==> src/rtl/door_pkg.sv <==
// Shared types and default timing constants for the cabin door sequencer.
package door_pkg;

  typedef enum logic [1:0] {
    StClosed,
    StOpening,
    StOpen,
    StClosing
  } door_state_e;

  localparam logic [1:0] MOTOR_IDLE  = 2'b00;
  localparam logic [1:0] MOTOR_OPEN  = 2'b01;
  localparam logic [1:0] MOTOR_CLOSE = 2'b10;

  localparam int unsigned DefOpenTicks = 2;
  localparam int unsigned DefHoldTicks = 3;

endpackage

==> src/rtl/door_tick_detect.sv <==
// Samples the divided door timing level and emits a one-cycle pulse on each rising edge.
module door_tick_detect (
  input  logic clk,
  input  logic rst,
  input  logic door_clk,
  output logic tick
);

  logic door_clk_q;

  always_ff @(posedge clk) begin
    if (rst) begin
      door_clk_q <= 1'b0;
    end else begin
      door_clk_q <= door_clk;
    end
  end

  assign tick = door_clk & ~door_clk_q;

endmodule

==> src/rtl/door_controller.sv <==
// Cabin door sequencer: CLOSED -> OPENING -> OPEN -> CLOSING with obstruction reopen.
// Optional reopen limit with sticky fault is enabled by defining REOPEN_LIMIT_EN.
module door_controller
  import door_pkg::*;
#(
  parameter int unsigned OPEN_TICKS = DefOpenTicks,
  parameter int unsigned HOLD_TICKS = DefHoldTicks,
  parameter int unsigned TICK_W     = 4,
  parameter int unsigned MAX_REOPEN = 3
) (
  input  logic       clk,
  input  logic       rst,
  input  logic       door_clk,
  input  logic       open_req,
  input  logic       close_req,
  input  logic       obstruct,
  input  logic       moving,
  output logic       timer_restart,
  output logic [1:0] door_motor,
  output logic       door_open,
  output logic       door_closed,
  output logic       door_fault
);

  if (MAX_REOPEN < 1 || MAX_REOPEN > 15 || OPEN_TICKS < 1 || HOLD_TICKS < 1 ||
      OPEN_TICKS >= (1 << TICK_W) || HOLD_TICKS >= (1 << TICK_W)) begin : g_bad_params
    $error("door_controller: parameter out of range");
  end

  localparam logic [TICK_W-1:0] OpenLast = TICK_W'(OPEN_TICKS - 1);
  localparam logic [TICK_W-1:0] HoldLast = TICK_W'(HOLD_TICKS - 1);

  door_state_e       state_q, state_d;
  logic [TICK_W-1:0] cnt_q, cnt_d;
  logic              restart_d;
  logic [1:0]        motor_d;
  logic              tick;
  logic              fault_q;

  door_tick_detect u_tick (
    .clk      (clk),
    .rst      (rst),
    .door_clk (door_clk),
    .tick     (tick)
  );

  always_comb begin
    state_d   = state_q;
    cnt_d     = cnt_q;
    restart_d = 1'b0;
    unique case (state_q)
      StClosed: begin
        if (open_req && !moving) begin
          state_d   = StOpening;
          cnt_d     = '0;
          restart_d = 1'b1;
        end
      end
      StOpening: begin
        if (tick) begin
          if (cnt_q == OpenLast) begin
            state_d = StOpen;
            cnt_d   = '0;
          end else begin
            cnt_d = cnt_q + 1'b1;
          end
        end
      end
      StOpen: begin
        // A faulted door ignores the hold timer and waits for an explicit close.
        if (fault_q) begin
          cnt_d = '0;
          if (close_req) begin
            state_d = StClosing;
          end
        end else if (open_req || obstruct) begin
          cnt_d = '0;
        end else if (close_req || (tick && cnt_q == HoldLast)) begin
          state_d = StClosing;
          cnt_d   = '0;
        end else if (tick) begin
          cnt_d = cnt_q + 1'b1;
        end
      end
      StClosing: begin
        // Reopen has priority over completing the close.
        if (obstruct || open_req) begin
          state_d   = StOpening;
          cnt_d     = '0;
          restart_d = 1'b1;
        end else if (tick) begin
          if (cnt_q == OpenLast) begin
            state_d = StClosed;
            cnt_d   = '0;
          end else begin
            cnt_d = cnt_q + 1'b1;
          end
        end
      end
      default: begin
        state_d = StClosed;
        cnt_d   = '0;
      end
    endcase
  end

  always_comb begin
    unique case (state_d)
      StOpening: motor_d = MOTOR_OPEN;
      StClosing: motor_d = MOTOR_CLOSE;
      default:   motor_d = MOTOR_IDLE;
    endcase
  end

  always_ff @(posedge clk) begin
    if (rst) begin
      state_q       <= StClosed;
      cnt_q         <= '0;
      timer_restart <= 1'b0;
      door_motor    <= MOTOR_IDLE;
      door_open     <= 1'b0;
      door_closed   <= 1'b1;
    end else begin
      state_q       <= state_d;
      cnt_q         <= cnt_d;
      timer_restart <= restart_d;
      door_motor    <= motor_d;
      door_open     <= (state_d == StOpen);
      door_closed   <= (state_d == StClosed);
    end
  end

`ifdef REOPEN_LIMIT_EN
  localparam logic [3:0] MaxReopen = 4'(MAX_REOPEN);

  logic [3:0] reopen_q, reopen_d;
  logic       fault_d;

  always_comb begin
    reopen_d = reopen_q;
    fault_d  = fault_q;
    if (state_d == StClosed) begin
      reopen_d = '0;
      fault_d  = 1'b0;
    end else if (state_q == StClosing && state_d == StOpening) begin
      if (reopen_q != 4'hf) begin
        reopen_d = reopen_q + 1'b1;
      end
      if (reopen_d == MaxReopen) begin
        fault_d = 1'b1;
      end
    end
  end

  always_ff @(posedge clk) begin
    if (rst) begin
      reopen_q <= '0;
      fault_q  <= 1'b0;
    end else begin
      reopen_q <= reopen_d;
      fault_q  <= fault_d;
    end
  end

  assign door_fault = fault_q;
`else
  assign fault_q    = 1'b0;
  assign door_fault = 1'b0;
`endif

endmodule

==> config.mk <==
export PLATFORM = sky130hd
export DESIGN_NAME = door_controller
export DESIGN_NICKNAME = d
export VERILOG_FILES = /design/src/rtl/door_pkg.sv /design/src/rtl/door_tick_detect.sv /design/src/rtl/door_controller.sv
export SDC_FILE = /design/constraint.sdc
export NUM_CORES = 1
export LEC_CHECK = 0
export CAP_MARGIN = 20
export CORE_MARGIN = 2
export CORE_UTILIZATION = 55
export CTS_CLUSTER_DIAMETER = 150
export DETAILED_ROUTE_END_ITERATION = 8
export GPL_ROUTABILITY_DRIVEN = 0
export GPL_TIMING_DRIVEN = 0
export PLACE_DENSITY = 0.82
export SKIP_LAST_GASP = 1
export SLEW_MARGIN = 20
export SYNTH_ARGS = -nofsm -noshare
export SYNTH_HDL_FRONTEND = slang
export SYNTH_SLANG_ARGS = --single-unit
==> constraint.sdc <==
create_clock -name clk -period 4.05 [get_ports clk]
set_clock_uncertainty 0.2 [all_clocks]
set_input_delay 0.81 -clock clk [delete_from_list [all_inputs] [get_ports clk]]
set_output_delay 0.81 -clock clk [all_outputs]
set_load 0.1 [all_outputs]
==> results of run 1 <==
==> cells by family (layout without fill, tap and decap cells) <==
kind of cell | after synthesis | in the layout | share of synthesized area
xor gates and xnor gates | 3 | 3 | 0.0322
adders and majority gates | 8 | 8 | 0.123
DFF | 12 | 12 | 0.294
AOI/OAI and AO/OA | 25 | 25 | 0.291
other | 1 | 1 | 0.00459
buffers and inverters | 10 | 25 | 0.0597
and+or+nand+nor | 28 | 28 | 0.196
==> metal layers <==
layer  vias up  global-route usage
met3         2              0.0431
met2        22               0.351
met4         0              0.0750
li1        342                   -
met1       301               0.257
met5         -                   0
==> Yosys cell counts, types with 2 or more instances <==
cell type and n:
a21oi_1 3, a311o_1 3, dfxtp_1 12, ha_1 8
inv_1 7, nand2_1 2, nor2_1 10, nor2_2 2
nor2b_1 3, o21ai_0 4, o31ai_1 2, xor2_1 2
==> power by group <==
part | switching [mW] | internal [mW]
sequential | 0.00205 | 0.122
combinational | 0.0460 | 0.0247
clock | 0.0401 | 0.0545
==> layout make-up <==
cell class | count | area [sq um] | share of cell area
Sequential cell | 12 | 240 | 0.245
Clock buffer | 4 | 36.3 | 0.0369
Inverter | 7 | 26.3 | 0.0268
Buffer | 3 | 22.5 | 0.0229
Multi-Input combinational cell | 65 | 528 | 0.538
Timing Repair Buffer | 11 | 110 | 0.112
Tap cell | 15 | 18.8 | 0.0191
==> sequential cells by signal (all words and copies together) (netlist names) <==
signal and count:
cnt_q 4, door_motor 2, state_q 2, door_closed 1
door_open 1, timer_restart 1, u_tick.door_clk_q 1
==> tightest hold or removal path, delay by kind of cell, from the launching register on <==
kind               cells  cell delay [ns]
DFF                    1             0.38
AOI/OAI and AO/OA      1             0.06
and+or+nand+nor        1             0.09
==> final timing paths <==
| check | slack [ns] | startpoint | endpoint | depth (start not counted) |
|---|---|---|---|---|
| worst max-delay path | 1.32 | door_open | door_open | 1 |
| worst min-delay path | 0.36 | cnt_q[1] | cnt_q[1] | 2 |
| worst min register to register | 0.36 | cnt_q[1] | cnt_q[1] | 2 |
| worst max register to register | 1.89 | state_q[0] | cnt_q[0] | 7 |
==> metrics by stage <==
step	hold slack, ns	util	std cells	total power, mW
2_1_floorplan	0.294	-	87	0.178
3_3_place_gp	0.335	0.701	113	0.195
3_5_place_dp	0.342	0.701	113	0.197
4_1_cts	0.356	0.728	117	0.292
5_1_grt	0.399	0.728	117	0.304
6_report	0.364	0.728	117	0.289
==> flow_summary_export.csv, run 1 <==
group,metric,value,unit
logic_synthesis,yosysSeqAreaShare,0.294,
sta,finalSetupViolCount,0,
logic_synthesis,synth-main-ff-cell,"dfxtp_1",
global_route,grt_pass1_wl,2860,um
drt,drcViolationCount,0,
logic_synthesis,syn_avg_cell_area,9.39,sq um
place,post_dp_cell_area,946,sq um
finish,n_fill_cell,111,
sta,grt_setup_unrepaired,"no",
sta,fmax,0.366,GHz
worst_setup_path,slowest_stage,"clkdlybuf4s50_1",
sta,hold_violations,0,
drt,wl_per_cell,13.6,um
worst_setup_path,crit_chain,"clkdlybuf4s50_1",
drt,vias_per_cell,5.70,
clock_tree,cts_buffer_depth,2,
worst_setup_path,path_class,"reg -> out",
drt,maxUsedRoutingLayer,"met4",
clock_tree,cts.sinks,12,
worst_setup_path,path_buf_inv,1,
global_route,grt_max_degree,11,
global_route,grt_usage,0.207,
logic_synthesis,synth_top_area_frac,0.294,
worst_setup_path,critPathArrivalTime,1.72,ns
logic_synthesis,synth_seq_cells,12,
finish,layout_commonest_cell,"dfxtp_1",
drt,drt-total-wl,1600,um
clock_tree,cts_resized,0,
global_route,antenna_found_initial,0,
sta,slew-limit-headroom,0.349,
place,hpwl,1210,um
sta,finalSetupTns,0,ns
sta,timing.final.crit_period,2.73,ns
finish,finalInstanceArea,982,sq um
drt,wl_met2,735,um
pwr,p_leak,0.363,nW
place,dp_slack,1.26,ns
pwr,p_per_area,294,nW/um^2
sta,setup_slack,1.32,ns
worst_setup_path,cpPeakStageDelay,1.13,ns
min_path,hold_path.class,"reg -> reg",
clock_tree,numCtsBuffers,3,
drt,ant_nets,0,
drt,met1_length,750,um
floorplan,initial_core_util,0.605,
worst_setup_path,cp_top_family,"buffers and inverters",
clock_tree,cts.clk_slew.worst_paths,0.08,ns
logic_synthesis,synth_area_leaders,"dfxtp_1 (29%), ha_1 (12%), nor2_1 (4.6%), a311o_1 (3.7%), o32ai_4 (3.4%)",
finish,drive_above_1_share,0.157,
worst_setup_path,start_kind,"flip-flop",
run,maxCapViolations,0,
logic_synthesis,ys_warn_count,0,
logic_synthesis,synth_area,817,sq um
global_route,grt.overflow.total,0,
pwr,ir_drop,208,uV
worst_setup_path,path_max_fanout,1,
clock_tree,cts_root_buffer,"clkbuf_4",
place,place.port_buffers,11,
clock_tree,clkLatencyLatePin,0.27,ns
drt,vias,667,
sta,tightest_slew,0.973,ns
worst_setup_path,worstPathRequired,3.04,ns
clock_tree,post-cts-setup-buffers,0,
floorplan,die_h,42.5,um
finish,areaGrowthSynthToFinish,20.2,%
drt,first_pass_iters,4,
sta,finalCritPeriodShare,0.674,
logic_synthesis,syn_inst,87,
floorplan,rows,13,
logic_synthesis,async_flop_share,0,
clock_tree,cts_tree,"done",
clock_tree,ctsHoldBuffers,0,
finish,antenna_cells,0,
finish,nNetsFinal,118,
floorplan,die_w,42.5,um
logic_synthesis,synth-edff-count,0,
finish,final_cell_mix,"dfxtp_1 (12), clkdlybuf4s50_1 (11), nor2_1 (10)",
sta,finalMaxSlewViolations,0,
status,outcome,"finished clean",
floorplan,die_area,1810,sq um
drt,drt_iter0_markers,17,
clock_tree,h-tree-depth,1,
logic_synthesis,synth.largest_area_cell,"dfxtp_1",
floorplan,fp.coreArea,1350,sq um
worst_setup_path,cp-end-kind,"primary output",
floorplan,ios,13,
global_route,grt_pass1_vias,641,
logic_synthesis,ys_types,41,
drt,met3_length,96,um
logic_synthesis,synth_nets,102,
No activity file was read; power rests on OpenSTA's default activity.
==> run 2: changes to the inputs <==
- CORE_UTILIZATION: 55 -> 51
- PLACE_DENSITY: 0.82 -> 0.76
- clock period: 4.05 -> 2.86 ns (I/O delays scaled with it)
==> run 2 against run 1 <==
Final area is 0.13% higher. Clock power is 43% higher. Clock-buffer cell count stayed put. Total power is 42% higher. Register-to-register slack worse by 1.2 ns. Largest cell class unchanged. Largest power group unchanged. Highest routed layer unchanged.
==> flow_summary_export.csv, run 2 (synthesis results as in run 1) <==
group,metric,value,unit
status,outcome,"finished clean",
drt,ant_nets,0,
finish,largest_registers,"cnt_q (4), door_motor (2), state_q (2)",
floorplan,ios,13,
place,post_dp_cell_area,947,sq um
finish,n_fill_cell,129,
global_route,grt.overflow.total,0,
worst_setup_path,path_depth,1,
global_route,grt_max_degree,11,
place,hpwl,1220,um
drt,wl_per_cell,13.6,um
clock_tree,h-tree-depth,1,
worst_setup_path,r2r-end,"cnt_q[0]",
worst_setup_path,critPathArrivalTime,1.71,ns
sta,finalSetupTns,0,ns
pwr,internal_power,0.285,mW
worst_setup_path,crit_chain,"clkdlybuf4s50_1",
finish,drive_above_1_share,0.157,
sta,hold_violations,0,
worst_setup_path,regToRegStartpoint,"state_q[0]",
clock_tree,clkLatencyLatePin,0.27,ns
global_route,grt_pass1_vias,619,
finish,layout_commonest_cell,"dfxtp_1",
worst_setup_path,r2r_slack,0.67,ns
min_path,hold_path.class,"reg -> reg",
sta,setup_slack,0.376,ns
finish,finalInstanceArea,983,sq um
floorplan,fp.coreArea,1510,sq um
sta,timing.final.crit_period,2.48,ns
clock_tree,cts_buffer_depth,2,
finish,final_cell_mix,"dfxtp_1 (12), clkdlybuf4s50_1 (11), nor2_1 (10)",
worst_setup_path,path_max_fanout,1,
pwr,p_per_area,418,nW/um^2
global_route,antenna_found_initial,0,
drt,drt_iter0_markers,28,
drt,wl_met2,732,um
sta,slew-limit-headroom,0.347,
sta,finalMaxSlewViolations,0,
place,dp_slack,0.305,ns
finish,areaGrowthSynthToFinish,20.4,%
floorplan,die_area,1940,sq um
drt,vias,683,
sta,grt_setup_unrepaired,"no",
clock_tree,cts_tree,"done",
floorplan,die_h,44.0,um
floorplan,die_w,44.0,um
place,place.port_buffers,11,
drt,maxUsedRoutingLayer,"met4",
drt,vias_per_cell,5.79,
finish,nNetsFinal,118,
worst_setup_path,path_buf_inv,1,
floorplan,initial_core_util,0.542,
drt,met3_length,70,um
sta,finalCritPeriodShare,0.869,
pwr,p_leak,0.363,nW
finish,antenna_cells,0,
run,maxCapViolations,0,
drt,drcViolationCount,0,
drt,first_pass_iters,4,
worst_setup_path,path_class,"reg -> out",
sta,finalSetupViolCount,0,
sta,tightest_slew,0.977,ns
finish,top_register,"cnt_q",
sta,fmax,0.403,GHz
worst_setup_path,start_kind,"flip-flop",
global_route,grt_usage,0.190,
drt,met1_length,799,um
clock_tree,numCtsBuffers,3,
clock_tree,cts_resized,0,
clock_tree,cts_root_buffer,"clkbuf_4",
worst_setup_path,cpPeakStageDelay,1.12,ns
worst_setup_path,worstPathRequired,2.09,ns
global_route,grt_pass1_wl,2730,um
pwr,switchingPower,0.126,mW
worst_setup_path,slowest_stage,"clkdlybuf4s50_1",
clock_tree,post-cts-setup-buffers,0,
finish,largest_register_ffs,4,
pwr,swShare,0.307,
pwr,pwr-share-clk,0.330,
clock_tree,cts.clk_slew.worst_paths,0.08,ns
sta,hold_ws,0.355,ns
worst_setup_path,cp-end-kind,"primary output",
pwr,combPwrFrac,0.244,
worst_setup_path,setup.worst_path.end,"door_motor[0]",
floorplan,rows,14,
pwr,seq_power_share,0.426,
clock_tree,ctsHoldBuffers,0,
worst_setup_path,r2r_cells,7,
worst_setup_path,crit_start,"door_motor[0]",
drt,drt-total-wl,1610,um
worst_setup_path,cp_top_family,"buffers and inverters",
pwr,ir_drop,386,uV
clock_tree,cts.sinks,12,
run 2: cell counts in the layout (fill, tap and decap cells not counted):
No cell type changed its count.
run 2: how the worst min path moves through the flow:
stage,end,depth (start not counted),slack [ns],from
finish,cnt_q[1],2,0.36,cnt_q[1]
detailed placement,cnt_q[1],2,0.35,cnt_q[1]
CTS,cnt_q[1],2,0.36,cnt_q[1]
global route,cnt_q[1],2,0.38,cnt_q[1]
global placement,cnt_q[1],2,0.34,cnt_q[1]
floorplan,cnt_q[1],2,0.29,cnt_q[1]
run 2: through the flow:
stage / util / power, mW / std cells
after floorplan: - / 0.252 / 87
after global placement: 0.629 / 0.277 / 114
after detailed placement: 0.629 / 0.279 / 114
after CTS: 0.653 / 0.416 / 118
after global routing: 0.653 / 0.430 / 118
final: 0.653 / 0.411 / 118
run 2: power by group through the flow:
stage | logic [mW] | clock network, mW | registers (mW)
floorplan | 0.0502 | 0 | 0.202
global placement | 0.0982 | 0 | 0.179
detailed placement | 0.0996 | 0 | 0.179
CTS | 0.0999 | 0.141 | 0.175
global route | 0.107 | 0.148 | 0.176
finish | 0.100 | 0.135 | 0.175
run 2: layout make-up:
type	instances	area (sq um)	share of cell area
buffer	3	22.5	0.0229
clock buffer	4	36.3	0.0369
inverter	7	26.3	0.0267
multi-input combinational	65	528	0.537
sequential	12	240	0.244
tap	16	20.0	0.0204
timing repair buffer	11	110	0.112
run 2: metal layers:
| metal | up-vias | global-route usage |
|---|---|---|
| met1 | 319 | 0.268 |
| li1 | 344 | - |
| met4 | 0 | 0.0727 |
| met2 | 18 | 0.288 |
| met5 | - | 0 |
| met3 | 2 | 0.0367 |
run 2: worst min-delay path: stages, from the launching register on:
cell	delay, ns
dfxtp_1	0.38
nand2_1	0.08
a21oi_1	0.06
==> run 3: changes to the inputs <==
- SETUP_SLACK_MARGIN: unset -> 0.15
==> results of run 3 <==
Same layout as run 2: the final DEF is identical, and so are final timing and power.
